--- src/rtl/lcd_bus_decoder.sv ---
// lcd_bus_decoder
//   Passive receiver for an HD44780-style 4-bit LCD bus. It follows the
//   controller init sequence and reassembles nibble pairs into bytes. It also
//   keeps a shadow DDRAM cursor. Each written character is reported as a
//   (row, column, char) pulse. Every other command byte is reported on the
//   command output.
//
// Ports
//   clk, rst_n          clock, asynchronous active-low reset
//   db[3:0]             LCD data nibble
//   lcd_e               enable strobe (a byte nibble is taken on its falling edge)
//   lcd_rs              0 = command, 1 = data
//   lcd_rw_n            0 = write, 1 = read (read strobes are ignored)
//   char_valid          one-cycle pulse: character written
//   char_row            row of the character (DDRAM address bit 6)
//   char_column[6:0]    column of the character, {1'b0, addr[5:0]}
//   char_code[7:0]      character byte
//   cmd_valid           one-cycle pulse: command byte received in 4-bit mode
//   cmd_code[7:0]       command byte
//   mode_4bit           set once the switch to 4-bit mode has been seen
//   err[2:0]            sticky: [0] rs mismatch between nibbles,
//                       [1] illegal DDRAM address set, [2] short E pulse
module lcd_bus_decoder #(
  parameter bit          START_4BIT = 1'b0,
  parameter int unsigned MIN_E_HIGH = 2
) (
  input  logic       clk,
  input  logic       rst_n,
  input  logic [3:0] db,
  input  logic       lcd_e,
  input  logic       lcd_rs,
  input  logic       lcd_rw_n,
  output logic       char_valid,
  output logic       char_row,
  output logic [6:0] char_column,
  output logic [7:0] char_code,
  output logic       cmd_valid,
  output logic [7:0] cmd_code,
  output logic       mode_4bit,
  output logic [2:0] err
);

  typedef enum logic [1:0] {S_INIT, S_HI, S_LO} state_t;
  localparam state_t RESET_STATE = START_4BIT ? S_HI : S_INIT;
  localparam logic [3:0] MIN_HIGH = 4'(MIN_E_HIGH);

  // Input register stage
  logic       e_q, e_d;
  logic [3:0] db_q, db_d;
  logic       rs_q, rs_d;
  logic       rw_n_q, rw_n_d;

  // E-high counter and the bus values seen in the last E-high cycle
  logic [3:0] hcnt_q, hcnt_d;
  logic [3:0] db_lat_q, db_lat_d;
  logic       rs_lat_q, rs_lat_d;
  logic       rw_lat_q, rw_lat_d;

  // Decoder state
  state_t     state_q, state_d;
  logic [3:0] hi_q, hi_d;
  logic       hi_rs_q, hi_rs_d;
  logic [6:0] addr_q, addr_d;
  logic       inc_q, inc_d;

  // Registered outputs
  logic       char_valid_q, char_valid_d;
  logic       char_row_q, char_row_d;
  logic [6:0] char_column_q, char_column_d;
  logic [7:0] char_code_q, char_code_d;
  logic       cmd_valid_q, cmd_valid_d;
  logic [7:0] cmd_code_q, cmd_code_d;
  logic       mode_4bit_q, mode_4bit_d;
  logic [2:0] err_q, err_d;

  logic       strobe;
  logic [7:0] byte_w;

  function automatic logic addr_legal(input logic [6:0] a);
    return (a <= 7'h27) || ((a >= 7'h40) && (a <= 7'h67));
  endfunction

  // Cursor step with the two-line wrap. An illegal address never equals one
  // of the wrap points, so it falls through to a plain 7-bit +/-1.
  function automatic logic [6:0] cursor_step(input logic [6:0] a, input logic inc);
    logic [6:0] r;
    if (inc) begin
      if (a == 7'h27)      r = 7'h40;
      else if (a == 7'h67) r = 7'h00;
      else                 r = a + 7'd1;
    end else begin
      if (a == 7'h00)      r = 7'h67;
      else if (a == 7'h40) r = 7'h27;
      else                 r = a - 7'd1;
    end
    return r;
  endfunction

  // A falling registered E shows up as E low while the counter still holds
  // the length of the pulse that just ended.
  assign strobe = !e_q && (hcnt_q != 4'd0);
  assign byte_w = {hi_q, db_lat_q};

  always_comb begin
    e_d           = lcd_e;
    db_d          = db;
    rs_d          = lcd_rs;
    rw_n_d        = lcd_rw_n;
    hcnt_d        = 4'd0;
    db_lat_d      = db_lat_q;
    rs_lat_d      = rs_lat_q;
    rw_lat_d      = rw_lat_q;
    state_d       = state_q;
    hi_d          = hi_q;
    hi_rs_d       = hi_rs_q;
    addr_d        = addr_q;
    inc_d         = inc_q;
    char_valid_d  = 1'b0;
    char_row_d    = char_row_q;
    char_column_d = char_column_q;
    char_code_d   = char_code_q;
    cmd_valid_d   = 1'b0;
    cmd_code_d    = cmd_code_q;
    mode_4bit_d   = mode_4bit_q;
    err_d         = err_q;

    if (e_q) begin
      hcnt_d   = (hcnt_q == 4'hF) ? 4'hF : hcnt_q + 4'd1;
      db_lat_d = db_q;
      rs_lat_d = rs_q;
      rw_lat_d = rw_n_q;
    end

    if (strobe && !rw_lat_q) begin
      if (hcnt_q < MIN_HIGH) begin
        err_d[2] = 1'b1;
      end else begin
        case (state_q)
          S_INIT: begin
            // 8-bit mode: only the function-set nibble 0x2 switches to 4-bit
            if (!rs_lat_q && (db_lat_q == 4'h2)) begin
              state_d     = S_HI;
              mode_4bit_d = 1'b1;
            end
          end
          S_HI: begin
            hi_d    = db_lat_q;
            hi_rs_d = rs_lat_q;
            state_d = S_LO;
          end
          S_LO: begin
            state_d = S_HI;
            if (rs_lat_q != hi_rs_q) begin
              err_d[0] = 1'b1;
            end else if (rs_lat_q) begin
              char_valid_d  = 1'b1;
              char_row_d    = addr_q[6];
              char_column_d = {1'b0, addr_q[5:0]};
              char_code_d   = byte_w;
              addr_d        = cursor_step(addr_q, inc_q);
            end else begin
              cmd_valid_d = 1'b1;
              cmd_code_d  = byte_w;
              if (byte_w == 8'h01) begin
                addr_d = 7'h00;
                inc_d  = 1'b1;
              end else if (byte_w[7:1] == 7'h01) begin
                addr_d = 7'h00;
              end else if (byte_w[7:2] == 6'h01) begin
                inc_d = byte_w[1];
              end else if (byte_w[7]) begin
                addr_d = byte_w[6:0];
                if (!addr_legal(byte_w[6:0])) err_d[1] = 1'b1;
              end
            end
          end
          default: state_d = RESET_STATE;
        endcase
      end
    end
  end

  always_ff @(posedge clk or negedge rst_n) begin
    if (!rst_n) begin
      e_q           <= 1'b0;
      db_q          <= 4'd0;
      rs_q          <= 1'b0;
      rw_n_q        <= 1'b0;
      hcnt_q        <= 4'd0;
      db_lat_q      <= 4'd0;
      rs_lat_q      <= 1'b0;
      rw_lat_q      <= 1'b0;
      state_q       <= RESET_STATE;
      hi_q          <= 4'd0;
      hi_rs_q       <= 1'b0;
      addr_q        <= 7'h00;
      inc_q         <= 1'b1;
      char_valid_q  <= 1'b0;
      char_row_q    <= 1'b0;
      char_column_q <= 7'd0;
      char_code_q   <= 8'd0;
      cmd_valid_q   <= 1'b0;
      cmd_code_q    <= 8'd0;
      mode_4bit_q   <= START_4BIT;
      err_q         <= 3'b000;
    end else begin
      e_q           <= e_d;
      db_q          <= db_d;
      rs_q          <= rs_d;
      rw_n_q        <= rw_n_d;
      hcnt_q        <= hcnt_d;
      db_lat_q      <= db_lat_d;
      rs_lat_q      <= rs_lat_d;
      rw_lat_q      <= rw_lat_d;
      state_q       <= state_d;
      hi_q          <= hi_d;
      hi_rs_q       <= hi_rs_d;
      addr_q        <= addr_d;
      inc_q         <= inc_d;
      char_valid_q  <= char_valid_d;
      char_row_q    <= char_row_d;
      char_column_q <= char_column_d;
      char_code_q   <= char_code_d;
      cmd_valid_q   <= cmd_valid_d;
      cmd_code_q    <= cmd_code_d;
      mode_4bit_q   <= mode_4bit_d;
      err_q         <= err_d;
    end
  end

  assign char_valid  = char_valid_q;
  assign char_row    = char_row_q;
  assign char_column = char_column_q;
  assign char_code   = char_code_q;
  assign cmd_valid   = cmd_valid_q;
  assign cmd_code    = cmd_code_q;
  assign mode_4bit   = mode_4bit_q;
  assign err         = err_q;

endmodule

--- config.mk ---
export PLATFORM = sky130hd
export DESIGN_NAME = lcd_bus_decoder
export DESIGN_NICKNAME = d
export VERILOG_FILES = /design/src/rtl/lcd_bus_decoder.sv
export SDC_FILE = /design/constraint.sdc
export NUM_CORES = 1
export LEC_CHECK = 0
export BUFFER_PORTS_ARGS = -buffer_cell sky130_fd_sc_hd__buf_2
export CAP_MARGIN = 40
export CORE_ASPECT_RATIO = 1.25
export CORE_UTILIZATION = 61
export CTS_CLUSTER_DIAMETER = 120
export CTS_CLUSTER_SIZE = 16
export DETAILED_ROUTE_END_ITERATION = 8
export HOLD_SLACK_MARGIN = 0.06
export PLACE_DENSITY = 0.84
export SLEW_MARGIN = 40
export SYNTH_ARGS = -nofsm -noshare
export SYNTH_HDL_FRONTEND = slang
export SYNTH_SLANG_ARGS = --single-unit
--- constraint.sdc ---
create_clock -name clk -period 4.25 [get_ports clk]
set_input_delay 0.6375 -clock clk [delete_from_list [all_inputs] [get_ports clk]]
set_output_delay 0.6375 -clock clk [all_outputs]
set_load 0.01 [all_outputs]
==> impl_metrics.json <==
{
  "clock_latency_ps": 340,
  "vias_per_cell": 5.94,
  "cp.arrival_ps": 2910,
  "fin_hold_ws_ps": 293,
  "multi_input_area_um2": 1200,
  "power_density_nw_per_um2": 395,
  "drc": 0,
  "crit_family": "flip-flops",
  "synthTopCellsByArea": "dfrtp_1, mux2_2, ha_1",
  "ys_seq_area_share_pct": 53.7,
  "clk_pin_slew_ps": 70,
  "fp.coreArea_um2": 4430,
  "crit_path_max_fanout": 19,
  "num_vias": 2003,
  "routabilityCongestion": 0.865,
  "yosysTopAreaCell": "dfrtp_1",
  "grt_antenna_before_repair": 0,
  "ir_drop_mv": 0.320,
  "setup_viol": 0,
  "worst_pin_slew_ps": 684,
  "dpl.hpwl_um": 3670,
  "row_count": 27,
  "final_area_um2": 3250,
  "nFillCells": 321,
  "grt_pass1_vias": 1969,
  "finalCriticalPeriod_ps": 2680,
  "final_util_pct": 73.5,
  "end_kind": "register",
  "synth_top_cell_area_share_pct": 52.8,
  "drive_above_1_share_pct": 36.9,
  "dpl_cell_area_um2": 3040,
  "worstHoldPathType": "in2async",
  "initial_core_util_pct": 64.2,
  "postCtsHoldBufs": 0,
  "crit_chain": "inv_1 > ha_1 > a211o_1 > nor2_4 > mux2_2",
  "cts_buffers": 9,
  "grtUsageTotal_pct": 25.1,
  "grt-ovfl-total": 0,
  "cap_viol_max_count": 0,
  "period_share_pct": 63.1,
  "nets": 289,
  "synth_commonest_cells": "dfrtp_1, mux2_2, inv_1",
  "start_kind": "register",
  "post_cts_resized": 0,
  "crit_slowest_cell": "dfrtp_1",
  "worstPathRequired_ps": 4480,
  "syn_nets": 253,
  "path_buf_inv": 1,
  "status": "finished, final reports clean",
  "final.setup.tns_ps": 0,
  "grt_pass1_wl_um": 9260,
  "portBuffers": 37,
  "drtIter0Drc": 164,
  "slowest_delay_ps": 780,
  "synth-async-reset-ratio_pct": 100,
  "area_growth_pct": 14.3,
  "clk_path_buf_depth": 2,
  "fp.dieArea_um2": 4940,
  "max_freq_mhz": 373,
  "diodes": 0,
  "grt_max_degree": 38,
  "pin_count": 39,
  "regArea_um2": 1530,
  "finClkSkew_ps": 5.12,
  "rsz0062_at_grt": "no",
  "ys_seq_elements": 61,
  "syn_avg_cell_area_um2": 11.9,
  "ant_nets": 0,
  "path_class": "reg2reg",
  "synth_area_um2": 2840,
  "synth_edf_count": 0,
  "wire_per_inst_um": 16.6,
  "max_slew_margin_pct": 54.4,
  "power_leakage_nw": 1.61,
  "cts_root_buf": "clkbuf_8",
  "dieHeight_um": 78.3,
  "cts_tree": "done",
  "htree_levels": 3,
  "finalWirelength_um": 5580,
  "ys.flop_type": "dfrtp_1",
  "synth_cells": 238,
  "ys_types": 56,
  "yosysMostFrequentCell": "dfrtp_1",
  "yosys_warnings": 0,
  "cts.sink_count": 61,
  "final_hold_viol_count": 0,
  "cts_setup_buffers": 0,
  "die_w_um": 63.1,
  "drt_first_pass_iters": 4,
  "slew_viol_final": 0
}
per-layer routing:
metal	global-route usage, %	share of wire [%]
met1	31.4	42
met2	38.9	51
met3	6.40	3.7
met4	15.3	2.4
met5	0	0
sequential cells by signal, summed over array words and instances, names as in the netlist, 3 cells and up:
name / count
hi_q: 4
cmd_code: 8
db_lat_q: 4
char_column: 6
hcnt_q: 4
err: 3
db_q: 4
char_code: 8
addr_q: 7
final cells by class:
class | instances | share of cell area [%]
inverters | 13 | 1.50
repair buffers | 38 | 5.93
well taps | 58 | 2.23
flip-flops and latches | 61 | 47.0
multi-input cells | 151 | 36.8
clock buffers | 13 | 5.20
clock inverters | 3 | 1.31
kinds of logic (layout without fill, tap and decap cells):
family | count (synthesis) | in the layout | share of synthesized area (%)
flops | 61 | 61 | 53.7
simple gates | 56 | 56 | 11.3
compound gates | 52 | 52 | 14.0
mux | 34 | 34 | 13.4
buf+inv | 26 | 67 | 4.14
fa+ha+maj | 6 | 6 | 2.64
xor+xnor | 2 | 2 | 0.616
other cells | 1 | 1 | 0.132
power by group:
group | internal (mW) | switching (mW)
registers | 0.604 | 0.0394
logic | 0.0452 | 0.0606
clock network | 0.318 | 0.218
final timing paths:
path	from	end	slack, ps	cells past startpoint
setup / recovery	rs_lat_q	cmd_code[7]	1570	5
hold reg to reg	db_q[2]	db_lat_q[2]	460	2
min in group clk	db[3]	db_q[3]	400	1
max in group asynchronous	rst_n	inc_q	3060	2
hold / removal	rst_n	char_column[0]	290	1
setup reg to reg	rs_lat_q	cmd_code[7]	1570	5
stage by stage:
| stage | setup slack, ps | cells | total power [mW] |
|---|---|---|---|
| 2_1_floorplan | 2220 | 238 | 0.717 |
| 3_3_place_gp | 1680 | 321 | 0.754 |
| 3_5_place_dp | 1620 | 321 | 0.759 |
| 4_1_cts | 1600 | 337 | 1.30 |
| 5_1_grt | 1450 | 337 | 1.34 |
| 6_report | 1570 | 337 | 1.29 |
worst register-to-register path: cells and delay by family (launching register included):
family | cells | cell delay [ps]
buffers and inverters | 1 | 260
AOI/OAI and AO/OA | 1 | 430
muxes | 1 | 380
DFF | 1 | 780
adders and majority gates | 1 | 410
and+or+nand+nor | 1 | 310
cell usage in the layout, fill, tap and decap left out, types with 3 or more instances in the layout:
cell type	instances
a211o_1	3
a211oi_1	4
a21o_1	3
a21oi_1	6
a2bb2oi_1	3
a31oi_1	5
buf_2	37
clkbuf_8	12
dfrtp_1	60
ha_1	6
inv_1	13
mux2_2	31
nand2_1	11
nor2_1	11
nor3_1	7
nor4_1	4
o21ai_0	8
or2_2	4
(Power assumes the default switching activity.)
